### src/rtl/mem_arbiter_pkg.sv
// rtl/mem_arbiter_pkg.sv - shared encodings and transaction type for the memory arbiter
package mem_arbiter_pkg;

  localparam int BUS_W = 16;

  localparam logic [1:0] ARB_IDLE  = 2'd0;
  localparam logic [1:0] ARB_ISSUE = 2'd1;
  localparam logic [1:0] ARB_WAIT  = 2'd2;
  localparam logic [1:0] ARB_DONE  = 2'd3;

  localparam logic OWN_A = 1'b0;
  localparam logic OWN_B = 1'b1;

  typedef struct packed {
    logic             we;
    logic [BUS_W-1:0] addr;
    logic [BUS_W-1:0] wdata;
  } txn_t;

endpackage

### src/rtl/mem_arbiter_if.sv
// rtl/mem_arbiter_if.sv - requester and memory-side signals of the arbiter
interface mem_arbiter_if;
  import mem_arbiter_pkg::*;

  logic             a_req, a_we, a_gnt, a_done;
  logic [BUS_W-1:0] a_addr, a_wdata, a_rdata;
  logic             b_req, b_we, b_gnt, b_done;
  logic [BUS_W-1:0] b_addr, b_wdata, b_rdata;
  logic [BUS_W-1:0] mem_addr, mem_wdata, mem_rdata;
  logic             mem_we, mem_re, busy;

  // requesters plus the memory model
  modport master (
    output a_req, a_we, a_addr, a_wdata, b_req, b_we, b_addr, b_wdata, mem_rdata,
    input  a_gnt, a_done, a_rdata, b_gnt, b_done, b_rdata,
    input  mem_addr, mem_wdata, mem_we, mem_re, busy
  );

  modport slave (
    input  a_req, a_we, a_addr, a_wdata, b_req, b_we, b_addr, b_wdata, mem_rdata,
    output a_gnt, a_done, a_rdata, b_gnt, b_done, b_rdata,
    output mem_addr, mem_wdata, mem_we, mem_re, busy
  );

endinterface

### src/rtl/mem_arbiter_arb_pick.sv
// rtl/mem_arbiter_arb_pick.sv - two-way round-robin winner select with burst cap
module arb_pick
  import mem_arbiter_pkg::*;
#(
  parameter int MAX_BURST = 4
) (
  input  logic [1:0] i_reqs,
  input  logic       i_last_owner,
  input  logic       i_last_vld,
  input  logic [3:0] i_burst_cnt,
  output logic       o_winner,
  output logic [3:0] o_burst_nxt
);

  localparam logic [3:0] CAP = 4'(MAX_BURST);

  logic w_keep;

  // No owner has been granted since reset, so a tie falls to the non-last port (A).
  assign w_keep = i_last_vld && i_reqs[i_last_owner] && (i_burst_cnt < CAP);

  always_comb begin
    o_winner    = OWN_A;
    o_burst_nxt = 4'd0;
    case (i_reqs)
      2'b01:   o_winner = OWN_A;
      2'b10:   o_winner = OWN_B;
      2'b11:   o_winner = w_keep ? i_last_owner : ~i_last_owner;
      default: o_winner = OWN_A;
    endcase
    if (i_last_vld && (o_winner == i_last_owner) && i_reqs[~o_winner])
      o_burst_nxt = i_burst_cnt + 4'd1;
  end

endmodule

### src/rtl/mem_arbiter.sv
// rtl/mem_arbiter.sv - shares one 16-bit memory port between requesters A and B
// Optional access/stall statistics counters: TINY16_ARB_STATS_EN
module mem_arbiter
  import mem_arbiter_pkg::*;
#(
  parameter int MEM_LAT   = 1,
  parameter int MAX_BURST = 4
) (
  input  logic             clk,
  input  logic             rst,
`ifdef TINY16_ARB_STATS_EN
  input  logic             stats_clr,
  output logic [BUS_W-1:0] a_cnt,
  output logic [BUS_W-1:0] b_cnt,
  output logic [BUS_W-1:0] stall_cnt,
`endif
  mem_arbiter_if.slave     bus
);

  localparam logic [2:0] LAT = 3'(MEM_LAT);

  logic [1:0]       r_state;
  logic             r_owner, r_last_owner, r_last_vld;
  logic [3:0]       r_burst_cnt;
  logic [2:0]       r_wait_cnt;
  txn_t             r_txn;
  logic             r_a_gnt, r_b_gnt, r_a_done, r_b_done, r_mem_we, r_mem_re;
  logic [BUS_W-1:0] r_a_rdata, r_b_rdata;

  logic       w_winner, w_busy;
  logic [1:0] w_reqs;
  logic [3:0] w_burst_nxt;

  assign w_reqs = {bus.b_req, bus.a_req};
  assign w_busy = (r_state != ARB_IDLE);

  arb_pick #(.MAX_BURST(MAX_BURST)) u_pick (
    .i_reqs      (w_reqs),
    .i_last_owner(r_last_owner),
    .i_last_vld  (r_last_vld),
    .i_burst_cnt (r_burst_cnt),
    .o_winner    (w_winner),
    .o_burst_nxt (w_burst_nxt)
  );

  always_ff @(posedge clk or negedge rst) begin
    if (!rst) begin
      r_state      <= ARB_IDLE;
      r_owner      <= OWN_A;
      r_last_owner <= OWN_B;
      r_last_vld   <= 1'b0;
      r_burst_cnt  <= 4'd0;
      r_wait_cnt   <= 3'd0;
      r_txn        <= '0;
      r_a_gnt      <= 1'b0;
      r_b_gnt      <= 1'b0;
      r_a_done     <= 1'b0;
      r_b_done     <= 1'b0;
      r_mem_we     <= 1'b0;
      r_mem_re     <= 1'b0;
      r_a_rdata    <= '0;
      r_b_rdata    <= '0;
    end else begin
      r_a_gnt  <= 1'b0;
      r_b_gnt  <= 1'b0;
      r_a_done <= 1'b0;
      r_b_done <= 1'b0;
      r_mem_we <= 1'b0;
      r_mem_re <= 1'b0;
      case (r_state)
        ARB_IDLE: begin
          if (|w_reqs) begin
            r_state      <= ARB_ISSUE;
            r_owner      <= w_winner;
            r_last_owner <= w_winner;
            r_last_vld   <= 1'b1;
            r_burst_cnt  <= w_burst_nxt;
            if (w_winner == OWN_B) begin
              r_txn    <= {bus.b_we, bus.b_addr, bus.b_wdata};
              r_b_gnt  <= 1'b1;
              r_mem_we <= bus.b_we;
              r_mem_re <= ~bus.b_we;
            end else begin
              r_txn    <= {bus.a_we, bus.a_addr, bus.a_wdata};
              r_a_gnt  <= 1'b1;
              r_mem_we <= bus.a_we;
              r_mem_re <= ~bus.a_we;
            end
          end
        end
        ARB_ISSUE: begin
          r_wait_cnt <= 3'd1;
          if (r_txn.we) begin
            r_state  <= ARB_DONE;
            r_a_done <= (r_owner == OWN_A);
            r_b_done <= (r_owner == OWN_B);
          end else begin
            r_state <= ARB_WAIT;
          end
        end
        ARB_WAIT: begin
          if (r_wait_cnt == LAT) begin
            r_state  <= ARB_DONE;
            r_a_done <= (r_owner == OWN_A);
            r_b_done <= (r_owner == OWN_B);
            if (r_owner == OWN_B) r_b_rdata <= bus.mem_rdata;
            else                  r_a_rdata <= bus.mem_rdata;
          end else begin
            r_wait_cnt <= r_wait_cnt + 3'd1;
          end
        end
        default: r_state <= ARB_IDLE;
      endcase
    end
  end

  assign bus.a_gnt     = r_a_gnt;
  assign bus.b_gnt     = r_b_gnt;
  assign bus.a_done    = r_a_done;
  assign bus.b_done    = r_b_done;
  assign bus.a_rdata   = r_a_rdata;
  assign bus.b_rdata   = r_b_rdata;
  assign bus.mem_addr  = r_txn.addr;
  assign bus.mem_wdata = r_txn.wdata;
  assign bus.mem_we    = r_mem_we;
  assign bus.mem_re    = r_mem_re;
  assign bus.busy      = w_busy;

`ifdef TINY16_ARB_STATS_EN
  logic [BUS_W-1:0] r_a_cnt, r_b_cnt, r_stall_cnt;

  always_ff @(posedge clk or negedge rst) begin
    if (!rst) begin
      r_a_cnt     <= '0;
      r_b_cnt     <= '0;
      r_stall_cnt <= '0;
    end else if (stats_clr) begin
      r_a_cnt     <= '0;
      r_b_cnt     <= '0;
      r_stall_cnt <= '0;
    end else begin
      if (r_a_done && (r_a_cnt != 16'hFFFF)) r_a_cnt <= r_a_cnt + 16'd1;
      if (r_b_done && (r_b_cnt != 16'hFFFF)) r_b_cnt <= r_b_cnt + 16'd1;
      if ((|w_reqs) && w_busy && (r_stall_cnt != 16'hFFFF))
        r_stall_cnt <= r_stall_cnt + 16'd1;
    end
  end

  assign a_cnt     = r_a_cnt;
  assign b_cnt     = r_b_cnt;
  assign stall_cnt = r_stall_cnt;
`endif

endmodule

### src/flat_wrapper.sv
// flat-port wrapper written by rule: the top's interface ports become plain ports
module mem_arbiter_flat import mem_arbiter_pkg::*;
#(
  parameter int MEM_LAT   = 1,
  parameter int MAX_BURST = 4
)
  (clk, rst, bus_a_req, bus_a_we, bus_a_addr, bus_a_wdata, bus_b_req, bus_b_we, bus_b_addr, bus_b_wdata, bus_mem_rdata, bus_a_gnt, bus_a_done, bus_a_rdata, bus_b_gnt, bus_b_done, bus_b_rdata, bus_mem_addr, bus_mem_wdata, bus_mem_we, bus_mem_re, bus_busy);
  mem_arbiter_if bus_i ();
  input  logic clk;
  input  logic rst;
  input wire logic [$bits(bus_i.a_req)-1:0] bus_a_req;
  input wire logic [$bits(bus_i.a_we)-1:0] bus_a_we;
  input wire logic [$bits(bus_i.a_addr)-1:0] bus_a_addr;
  input wire logic [$bits(bus_i.a_wdata)-1:0] bus_a_wdata;
  input wire logic [$bits(bus_i.b_req)-1:0] bus_b_req;
  input wire logic [$bits(bus_i.b_we)-1:0] bus_b_we;
  input wire logic [$bits(bus_i.b_addr)-1:0] bus_b_addr;
  input wire logic [$bits(bus_i.b_wdata)-1:0] bus_b_wdata;
  input wire logic [$bits(bus_i.mem_rdata)-1:0] bus_mem_rdata;
  output wire logic [$bits(bus_i.a_gnt)-1:0] bus_a_gnt;
  output wire logic [$bits(bus_i.a_done)-1:0] bus_a_done;
  output wire logic [$bits(bus_i.a_rdata)-1:0] bus_a_rdata;
  output wire logic [$bits(bus_i.b_gnt)-1:0] bus_b_gnt;
  output wire logic [$bits(bus_i.b_done)-1:0] bus_b_done;
  output wire logic [$bits(bus_i.b_rdata)-1:0] bus_b_rdata;
  output wire logic [$bits(bus_i.mem_addr)-1:0] bus_mem_addr;
  output wire logic [$bits(bus_i.mem_wdata)-1:0] bus_mem_wdata;
  output wire logic [$bits(bus_i.mem_we)-1:0] bus_mem_we;
  output wire logic [$bits(bus_i.mem_re)-1:0] bus_mem_re;
  output wire logic [$bits(bus_i.busy)-1:0] bus_busy;
  assign bus_i.a_req = bus_a_req;
  assign bus_i.a_we = bus_a_we;
  assign bus_i.a_addr = bus_a_addr;
  assign bus_i.a_wdata = bus_a_wdata;
  assign bus_i.b_req = bus_b_req;
  assign bus_i.b_we = bus_b_we;
  assign bus_i.b_addr = bus_b_addr;
  assign bus_i.b_wdata = bus_b_wdata;
  assign bus_i.mem_rdata = bus_mem_rdata;
  assign bus_a_gnt = bus_i.a_gnt;
  assign bus_a_done = bus_i.a_done;
  assign bus_a_rdata = bus_i.a_rdata;
  assign bus_b_gnt = bus_i.b_gnt;
  assign bus_b_done = bus_i.b_done;
  assign bus_b_rdata = bus_i.b_rdata;
  assign bus_mem_addr = bus_i.mem_addr;
  assign bus_mem_wdata = bus_i.mem_wdata;
  assign bus_mem_we = bus_i.mem_we;
  assign bus_mem_re = bus_i.mem_re;
  assign bus_busy = bus_i.busy;
  mem_arbiter #(.MEM_LAT(MEM_LAT), .MAX_BURST(MAX_BURST)) u_core (.clk(clk), .rst(rst), .bus(bus_i));
endmodule
### config.mk
export PLATFORM = sky130hd
export DESIGN_NAME = mem_arbiter_flat
export DESIGN_NICKNAME = d
export VERILOG_FILES = /design/src/rtl/mem_arbiter_pkg.sv /design/src/rtl/mem_arbiter_if.sv /design/src/rtl/mem_arbiter_arb_pick.sv /design/src/rtl/mem_arbiter.sv /design/src/flat_wrapper.sv
export SDC_FILE = /design/constraint.sdc
export NUM_CORES = 1
export LEC_CHECK = 0
export CAP_MARGIN = 20
export CORE_MARGIN = 5
export CORE_UTILIZATION = 48
export CTS_BUF_LIST = sky130_fd_sc_hd__clkbuf_16
export DETAILED_ROUTE_END_ITERATION = 10
export GPL_TIMING_DRIVEN = 1
export PLACE_DENSITY = 0.92
export SLEW_MARGIN = 0
export SYNTH_ARGS = -nofsm -noshare
export SYNTH_HDL_FRONTEND = slang
export SYNTH_SLANG_ARGS = --single-unit
### constraint.sdc
create_clock -name clk -period 2.7 [get_ports clk]
set_input_delay 0.54 -clock clk [delete_from_list [all_inputs] [get_ports clk]]
set_output_delay 0.54 -clock clk [all_outputs]
set_load 0.005 [all_outputs]
==> impl_metrics.csv, run 1 <==
group,metric,value,unit
status,status,"finished clean",
hold_path,hold_path_class,"input pin to async pin",
floorplan,die_y,102,um
setup_path,critPathMaxFanout,5,
logic_synthesis,netlist.top_cell.by_area,"dfrtp_1",
route,drt_iter0_drc,101,
timing,finalSetupTns,0,ns
clocking,cts_buffers,9,
global_route,first_global_vias,3383,
clocking,htreeDepth,3,
clocking,post_cts_resized,0,
power_and_ir_drop,p_comb_frac,0.444,
route,vias_per_cell,5.48,
clocking,ctsHoldBuffers,0,
cells_and_area,fillCellCount,572,
route,vias,3305,
timing,slew_violations,0,
logic_synthesis,synth_top_flop_cell,"dfrtp_1",
logic_synthesis,synth_seq_area_share,0.512,
setup_path,critPathBufInv,3,
global_route,grtUsageTotal,0.194,
global_route,antenna_found_initial,0,
setup_path,cp.arrival,1.71,ns
logic_synthesis,ys_ff_latch,83,
power_and_ir_drop,p_seq_frac,0.333,
timing,finalClockSkew,0.00773,ns
setup_path,worst_path_most_repeated_cell,"inv_1",
clocking,clkTransAtPathRegs,0.06,ns
setup_path,cp_cell_sequence,"inv_1, ha_1, inv_1, clkdlybuf4s50_1",
timing,min_period,2.25,ns
route,routedWlPerCell,16.9,um
logic_synthesis,synthTopCellsByArea,"dfrtp_1, mux2_1, buf_4, nand4_1, o211ai_1",
job,cap_violations,0,
clocking,clkSinkCount,83,
timing,max_freq,444,MHz
floorplan,ios,157,
cells_and_area,final_cell_count_no_fill,603,
setup_path,crit_path_end_kind,"output pin",
route,post-route-drc-count,0,
setup_path,cpMaxStageDelayCell,"clkdlybuf4s50_1",
power_and_ir_drop,intPower,4.47,mW
power_and_ir_drop,pwr_density_cell,1120,mW/mm^2
clocking,postCtsSetupRepairBufs,0,
cells_and_area,final_cell_mix,"clkdlybuf4s50_1, dfrtp_1, nand2_1, o21ai_1, nand4_1",
logic_synthesis,yosys_warnings,0,
place,placed_cells,587,
clocking,cts_buffer_depth,2,
logic_synthesis,synth_cell_types,41,
floorplan,die_area,0.0104,mm^2
logic_synthesis,synth_edf_count,0,
timing,max-slew-margin-rel,0.339,
setup_path,worstPathRequired,2.16,ns
clocking,clk-insertion-delay-late,0.32,ns
timing,tightest_slew,0.971,ns
floorplan,coreArea,0.00822,mm^2
cells_and_area,drive_above_1_share,0.0884,
setup_path,crit_type,"register to output pin",
power_and_ir_drop,power,6.56,mW
setup_path,crit_path_start_kind,"register",
power_and_ir_drop,p_switching,2.09,mW
cells_and_area,n_antenna_cell,0,
power_and_ir_drop,power_switching_share,0.319,
logic_synthesis,synth_top_area_share,0.506,
place,hpwl,7.51,mm
logic_synthesis,syn_area,0.00406,mm^2
timing,fin_crit_sh,0.833,
timing,hold_viol,0,
power_and_ir_drop,leakagePower,2.42,nW
route,first_pass_iters,4,
timing,setup_viol,0,
power_and_ir_drop,clkPwrFrac,0.223,
clocking,clockRootBuffer,"clkbuf_16",
cells_and_area,final_util,0.712,
floorplan,start_util,0.494,
logic_synthesis,async_flop_share,1.00,
floorplan,placementRows,33,
place,io_buffers,156,
global_route,grt_overflow,0,
cells_and_area,area_growth,44.2,%
cells_and_area,nets,586,
route,wl,10.2,mm
power_and_ir_drop,vdd_drop_max,437,uV
cells_and_area,layout_commonest_cell,"clkdlybuf4s50_1",
logic_synthesis,synthCells,376,
setup_path,cp_top_family,"buffers and inverters",
setup_path,critical_path.max_stage_delay,0.55,ns
timing,rsz0062_at_grt,"no",
clocking,cts_tree,"built",
global_route,grt_max_degree,45,
place,routabilityCongestion,0.803,
global_route,grt_pass1_wl,16.2,mm
logic_synthesis,synth_fp_nets,469,
floorplan,die_w,102,um
route,antenna_left,0,
logic_synthesis,syn_avg_cell_area,10.8,um^2
## final timing paths
path                                       startpoint                    end  slack (ns)  cells past startpoint
max in group asynchronous                         rst    u_core.r_last_owner        1.82                      2
worst max register to register  u_core.r_burst_cnt[2]      u_core.bus.mem_re        0.57                      4
worst max-delay path                u_core.r_state[0]               bus_busy        0.45                      4
worst min-delay path                              rst  u_core.bus.b_rdata[0]        0.22                      1
min in group clk                    u_core.r_last_vld      u_core.r_last_vld        0.47                      1
worst min register to register      u_core.r_last_vld      u_core.r_last_vld        0.47                      1
## metrics by stage
step	cell area [um^2]	worst slack [ns]	hold slack, ns
3_3_place_gp	5490	0.344	0.454
3_5_place_dp	5490	0.285	0.453
5_1_grt	5850	0.358	0.263
4_1_cts	5850	0.428	0.224
2_1_floorplan	4060	0.949	0.244
6_report	5850	0.450	0.218
## worst register-to-register path, delay by kind of cell (launching register included)
kind,cells,cell delay [ns]
flops,1,0.42
mux,1,0.88
simple gates,3,0.70
## sequential cells by signal, summed over array words and instances (netlist names), 2 cells and up
name                  flops
u_core.bus.b_rdata       16
u_core.r_burst_cnt        4
u_core.r_wait_cnt         3
u_core.bus.mem_wdata     16
u_core.r_state            2
u_core.bus.a_rdata       16
u_core.bus.mem_addr      16
## cell families (layout without fill, tap and decap cells)
group / count (synthesis) / in the layout / share of synthesized area
AO/OA/AOI/OAI: 85 / 85 / 0.143
XOR/XNOR: 1 / 1 / 0.00216
adder cells (fa/ha/maj): 7 / 7 / 0.0216
buffers and inverters: 69 / 191 / 0.102
flip-flops: 83 / 83 / 0.512
multiplexers: 34 / 34 / 0.0950
AND/OR/NAND/NOR: 97 / 97 / 0.124
## final cells by class
| cell class | instances | area, um^2 | share of cell area |
|---|---|---|---|
| clock buffers | 9 | 225 | 0.0385 |
| multi-input cells | 224 | 1590 | 0.272 |
| well taps | 105 | 131 | 0.0225 |
| inverters | 10 | 37.5 | 0.00641 |
| repair buffers | 165 | 1650 | 0.282 |
| clock inverters | 7 | 139 | 0.0237 |
| flip-flops and latches | 83 | 2080 | 0.355 |
## synthesized netlist by cell type (3+ instances only)
library cell / n
nand2_1: 38
dfrtp_1: 82
nand4_1: 33
o21ai_0: 8
buf_1: 3
o211ai_2: 9
inv_1: 9
mux2_1: 32
ha_1: 7
nand3_1: 4
buf_4: 34
o211ai_1: 23
buf_2: 10
clkbuf_1: 10
nor2_1: 8
o21ai_1: 34
## power by group through the flow
| stage | Sequential (mW) | Combinational (mW) | Clock, mW |
|---|---|---|---|
| after floorplan | 2.14 | 1.73 | 0 |
| after global placement | 2.17 | 2.83 | 0 |
| after detailed placement | 2.19 | 2.95 | 0 |
| after CTS | 2.18 | 2.96 | 1.50 |
| after global routing | 2.25 | 3.19 | 1.55 |
| final | 2.18 | 2.91 | 1.47 |
## layer usage
layer  vias to the layer above  wire, um  GRT usage
met3                        15       908     0.0437
met5                         -         0          0
met2                       150      4890      0.324
met4                         0       111     0.0545
li1                       1557         -          -
met1                      1583      4270      0.256
Note: power is estimated with default switching activity, not from simulation.
==> run 2, diff against run 1 <==
CORE_UTILIZATION = 40   (was 48)
PLACE_DENSITY = 0.82   (was 0.92)
clock period = 2 ns   (was 2.7 ns; I/O delays follow)
==> impl_metrics.csv, run 2 (same netlist as run 1, synthesis figures left out) <==
group,metric,value,unit
timing,max_freq,543,MHz
floorplan,placementRows,36,
power_and_ir_drop,leakagePower,2.44,nW
setup_path,crit_path_end_kind,"output pin",
clocking,postCtsSetupRepairBufs,0,
timing,slew_violations,0,
timing,hold_viol,0,
clocking,cts_buffers,9,
global_route,grt_overflow,0,
floorplan,ios,157,
floorplan,start_util,0.413,
place,io_buffers,156,
clocking,clockRootBuffer,"clkbuf_16",
job,cap_violations,0,
global_route,antenna_found_initial,0,
hold_path,hold_path_class,"input pin to async pin",
cells_and_area,final_cell_count_no_fill,638,
route,vias_per_cell,5.30,
timing,hold_slack,0.0183,ns
floorplan,die_area,0.0123,mm^2
clocking,cts_tree,"built",
timing,tightest_slew,0.445,ns
cells_and_area,final_cell_mix,"clkdlybuf4s50_1, dfrtp_1, nand2_1, o21ai_1, nand4_1",
route,first_pass_iters,4,
power_and_ir_drop,pwr_density_cell,1460,mW/mm^2
global_route,grtUsageTotal,0.184,
route,vias,3382,
clocking,clk-insertion-delay-late,0.33,ns
route,post-route-drc-count,0,
setup_path,crit_path_start_kind,"register",
clocking,clkSinkCount,83,
timing,fin_crit_sh,0.921,
clocking,post_cts_resized,2,
timing,finalClockSkew,0.00578,ns
route,drt_iter0_drc,217,
timing,finalSetupTns,0,ns
setup_path,cp.arrival,1.44,ns
clocking,ctsHoldBuffers,0,
route,routedWlPerCell,17.2,um
timing,max-slew-margin-rel,0.703,
floorplan,coreArea,0.00982,mm^2
setup_path,regToRegSetupSlack,0.17,ns
setup_path,crit_type,"register to output pin",
global_route,met2_usage,0.311,
clocking,htreeDepth,3,
place,placed_cells,622,
route,wl,11.0,mm
global_route,met1_usage,0.224,
floorplan,die_w,111,um
global_route,top_usage_layer,"met2",
route,antenna_left,0,
global_route,grt_max_degree,47,
setup_path,critPathMaxFanout,5,
timing,min_period,1.84,ns
clocking,clkTransAtPathRegs,0.06,ns
clocking,cts_buffer_depth,2,
cells_and_area,nets,593,
global_route,first_global_vias,3726,
timing,rsz0062_at_grt,"no",
cells_and_area,n_antenna_cell,0,
cells_and_area,drive_above_1_share,0.0931,
cells_and_area,area_growth,45.5,%
place,hpwl,8.20,mm
cells_and_area,layout_commonest_cell,"clkdlybuf4s50_1",
floorplan,die_y,111,um
timing,setup_viol,0,
global_route,met3_usage,0.0540,
power_and_ir_drop,vdd_drop_max,660,uV
status,status,"finished clean",
setup_path,worstPathRequired,1.60,ns
global_route,grt_pass1_wl,18.8,mm
place,routabilityCongestion,0.769,
## run 2: changes by cell type in the layout (fill, tap and decap cells not counted)
cell	before	now
clkinv_2	2	1
inv_2	1	2
clkinv_1	0	2
bufinv_16	4	1
clkdlybuf4s50_1	155	154
dlygate4sd2_1	0	1
inv_1	9	11
buf_4	8	11
inv_6	1	0
buf_12	2	6
## run 2: routing by layer
layer | part of all wire | up-vias
li1 | - | 1572
met1 | 0.42 | 1615
met2 | 0.49 | 177
met3 | 0.078 | 18
met4 | 0.019 | 0
met5 | 0 | -
## run 2: worst paths after layout
path / from / depth (start not counted) / end
setup / recovery: u_core.r_state[0] / 4 / bus_busy
hold / removal: rst / 1 / u_core.bus.b_rdata[15]
setup reg to reg: u_core.r_burst_cnt[2] / 5 / u_core.bus.mem_wdata[2]
hold reg to reg: u_core.r_last_vld / 1 / u_core.r_last_vld
max in group asynchronous: rst / 2 / u_core.r_last_owner
min in group clk: u_core.r_last_vld / 1 / u_core.r_last_vld
## run 2: area by class of cell
class,instances,area [um^2]
clock buffers,9,225
inverters,10,37.5
fillers,832,3920
well taps,133,166
flip-flops and latches,83,2080
repair buffers,172,1750
clock inverters,7,53.8
multi-input cells,224,1590
## run 2: through the flow
step | power, mW | setup slack (ns) | utilization | area (um^2)
floorplan | 5.22 | 0.249 | - | 4060
global placement | 6.94 | 0.0574 | 0.573 | 5630
detailed placement | 7.15 | -0.0151 | 0.573 | 5630
CTS | 8.73 | 0.158 | 0.601 | 5900
global route | 9.25 | 0.0669 | 0.601 | 5900
finish | 8.64 | 0.159 | 0.601 | 5900
## run 2: report_power, final
part           internal (mW)  switching (mW)  total [mW]  leakage [nW]
Combinational           2.32            1.80        4.12          1.29
Clock                  0.943           0.624        1.57         0.148
Sequential              2.49           0.469        2.95          1.01
Total                   5.75            2.89        8.64          2.44
## run 2: critical path, cell delays in order (launching register included)
cell and delay, ns:
dfrtp_1 0.38, inv_1 0.09, ha_1 0.23, inv_2 0.13, dlygate4sd2_1 0.29
==> run 3, diff against run 2 <==
SETUP_SLACK_MARGIN = 0.1   (was not set)
==> impl_metrics.csv, run 3 (same netlist as run 1, synthesis figures left out) <==
group,metric,value,unit
clocking,clkSinkCount,83,
cells_and_area,area_growth,46.0,%
setup_path,critical_path.max_stage_delay,0.40,ns
clocking,clkTransAtPathRegs,0.06,ns
timing,hold_slack,0.0178,ns
global_route,grt_max_degree,47,
floorplan,die_w,111,um
cells_and_area,nets,595,
timing,max_freq,550,MHz
floorplan,die_y,111,um
setup_path,worstPathRequired,1.60,ns
setup_path,cpMaxStageDelayCell,"dfrtp_1",
power_and_ir_drop,pwr_density_cell,1460,mW/mm^2
setup_path,cp_top_family,"buffers and inverters",
global_route,grt_overflow,0,
clocking,htreeDepth,3,
route,antenna_left,0,
route,drt_iter0_drc,221,
route,first_pass_iters,5,
power_and_ir_drop,leakagePower,2.45,nW
global_route,grt_pass1_wl,18.8,mm
timing,min_period,1.82,ns
cells_and_area,fillCellCount,829,
setup_path,crit_type,"register to output pin",
timing,tightest_slew,0.446,ns
route,vias_per_cell,5.28,
clocking,cts_buffers,9,
cells_and_area,seqCellArea,0.00208,mm^2
floorplan,die_area,0.0123,mm^2
timing,finalClockSkew,0.00519,ns
global_route,first_global_vias,3726,
cells_and_area,multi_input_comb_area,0.00159,mm^2
hold_path,hold_path_class,"input pin to async pin",
setup_path,crit_path_end_kind,"output pin",
timing,final.setup.worst_slack,0.181,ns
place,io_buffers,156,
timing,fin_crit_sh,0.909,
floorplan,coreArea,0.00982,mm^2
clocking,cts_buffer_depth,2,
place,hpwl,8.20,mm
clocking,clockRootBuffer,"clkbuf_16",
status,status,"finished clean",
setup_path,critPathBufInv,3,
cells_and_area,layout_commonest_cell,"clkdlybuf4s50_1",
route,wl,11.0,mm
job,cap_violations,0,
cells_and_area,n_antenna_cell,0,
setup_path,cp_cell_sequence,"inv_1, ha_2, inv_2, dlygate4sd2_1",
timing,max-slew-margin-rel,0.702,
route,vias,3376,
power_and_ir_drop,power,8.67,mW
timing,rsz0062_at_grt,"no",
clocking,cts_tree,"built",
route,post-route-drc-count,0,
global_route,grtUsageTotal,0.184,
cells_and_area,final_cell_mix,"clkdlybuf4s50_1, dfrtp_1, nand2_1, o21ai_1, nand4_1",
place,routabilityCongestion,0.769,
floorplan,start_util,0.413,
setup_path,cp.arrival,1.42,ns
floorplan,ios,157,
cells_and_area,drive_above_1_share,0.101,
timing,slew_violations,0,
timing,hold_viol,0,
clocking,clk-insertion-delay-late,0.33,ns
clocking,ctsHoldBuffers,0,
setup_path,critPathMaxFanout,5,
power_and_ir_drop,vdd_drop_max,660,uV
global_route,antenna_found_initial,0,
floorplan,placementRows,36,
place,dp_slack,-0.0151,ns
setup_path,crit_path_start_kind,"register",
route,routedWlPerCell,17.1,um
timing,setup_viol,0,
-- run 3: what timing repair did --
action / 4_1_cts / 5_1_grt
pin swaps: 0 / 0
buffers inserted: 0 / 2
gates resized for setup: 2 / 3
endpoints found under the setup margin: 1 / 16
-- run 3: final cells by class --
cell class / count / area share
clock buffers: 9 / 0.0380
clock inverters: 7 / 0.00908
inverters: 10 / 0.00634
multi-input cells: 224 / 0.269
flip-flops and latches: 83 / 0.351
well taps: 133 / 0.0281
repair buffers: 174 / 0.299
-- run 3: layer usage --
layer	routed length, um	vias to the layer above	GRT usage
met3	819	17	0.0540
met2	5420	158	0.311
met4	211	0	0.0681
met5	0	-	0
met1	4510	1625	0.224
li1	-	1576	-
-- run 3: through the flow --
stage          utilization  TNS (ns)  std cells  cell area, um^2
3_3_place_gp         0.573         0        622             5630
4_1_cts              0.601         0        638             5900
3_5_place_dp         0.573   -0.0427        622             5630
5_1_grt              0.603         0        640             5920
2_1_floorplan            -         0        376             4060
6_report             0.603         0        640             5920
-- run 3: power breakdown --
part	total (mW)	leakage [nW]	internal [mW]	switching [mW]
clock network	1.56	0.148	0.942	0.622
registers	2.95	1.01	2.49	0.468
logic	4.15	1.30	2.35	1.80
total	8.67	2.45	5.78	2.89
-- run 3: final timing paths --
check	from	end	slack, ns	cells after the start
min reg2reg	u_core.r_last_vld	u_core.r_last_vld	0.47	1
max in group asynchronous	rst	u_core.r_last_owner	1.37	2
min	rst	u_core.bus.a_rdata[4]	0.02	1
max	u_core.r_state[0]	bus_busy	0.18	4
min in group clk	u_core.r_last_vld	u_core.r_last_vld	0.47	1
max reg2reg	u_core.r_burst_cnt[2]	u_core.bus.mem_wdata[13]	0.19	5
-- run 3: worst register-to-register path, stage by stage, from the launching register on --
cell	delay, ns
dfrtp_1	0.42
nor3b_4	0.39
mux2_4	0.40
buf_12	0.18
o21ai_1	0.20
o211ai_2	0.09
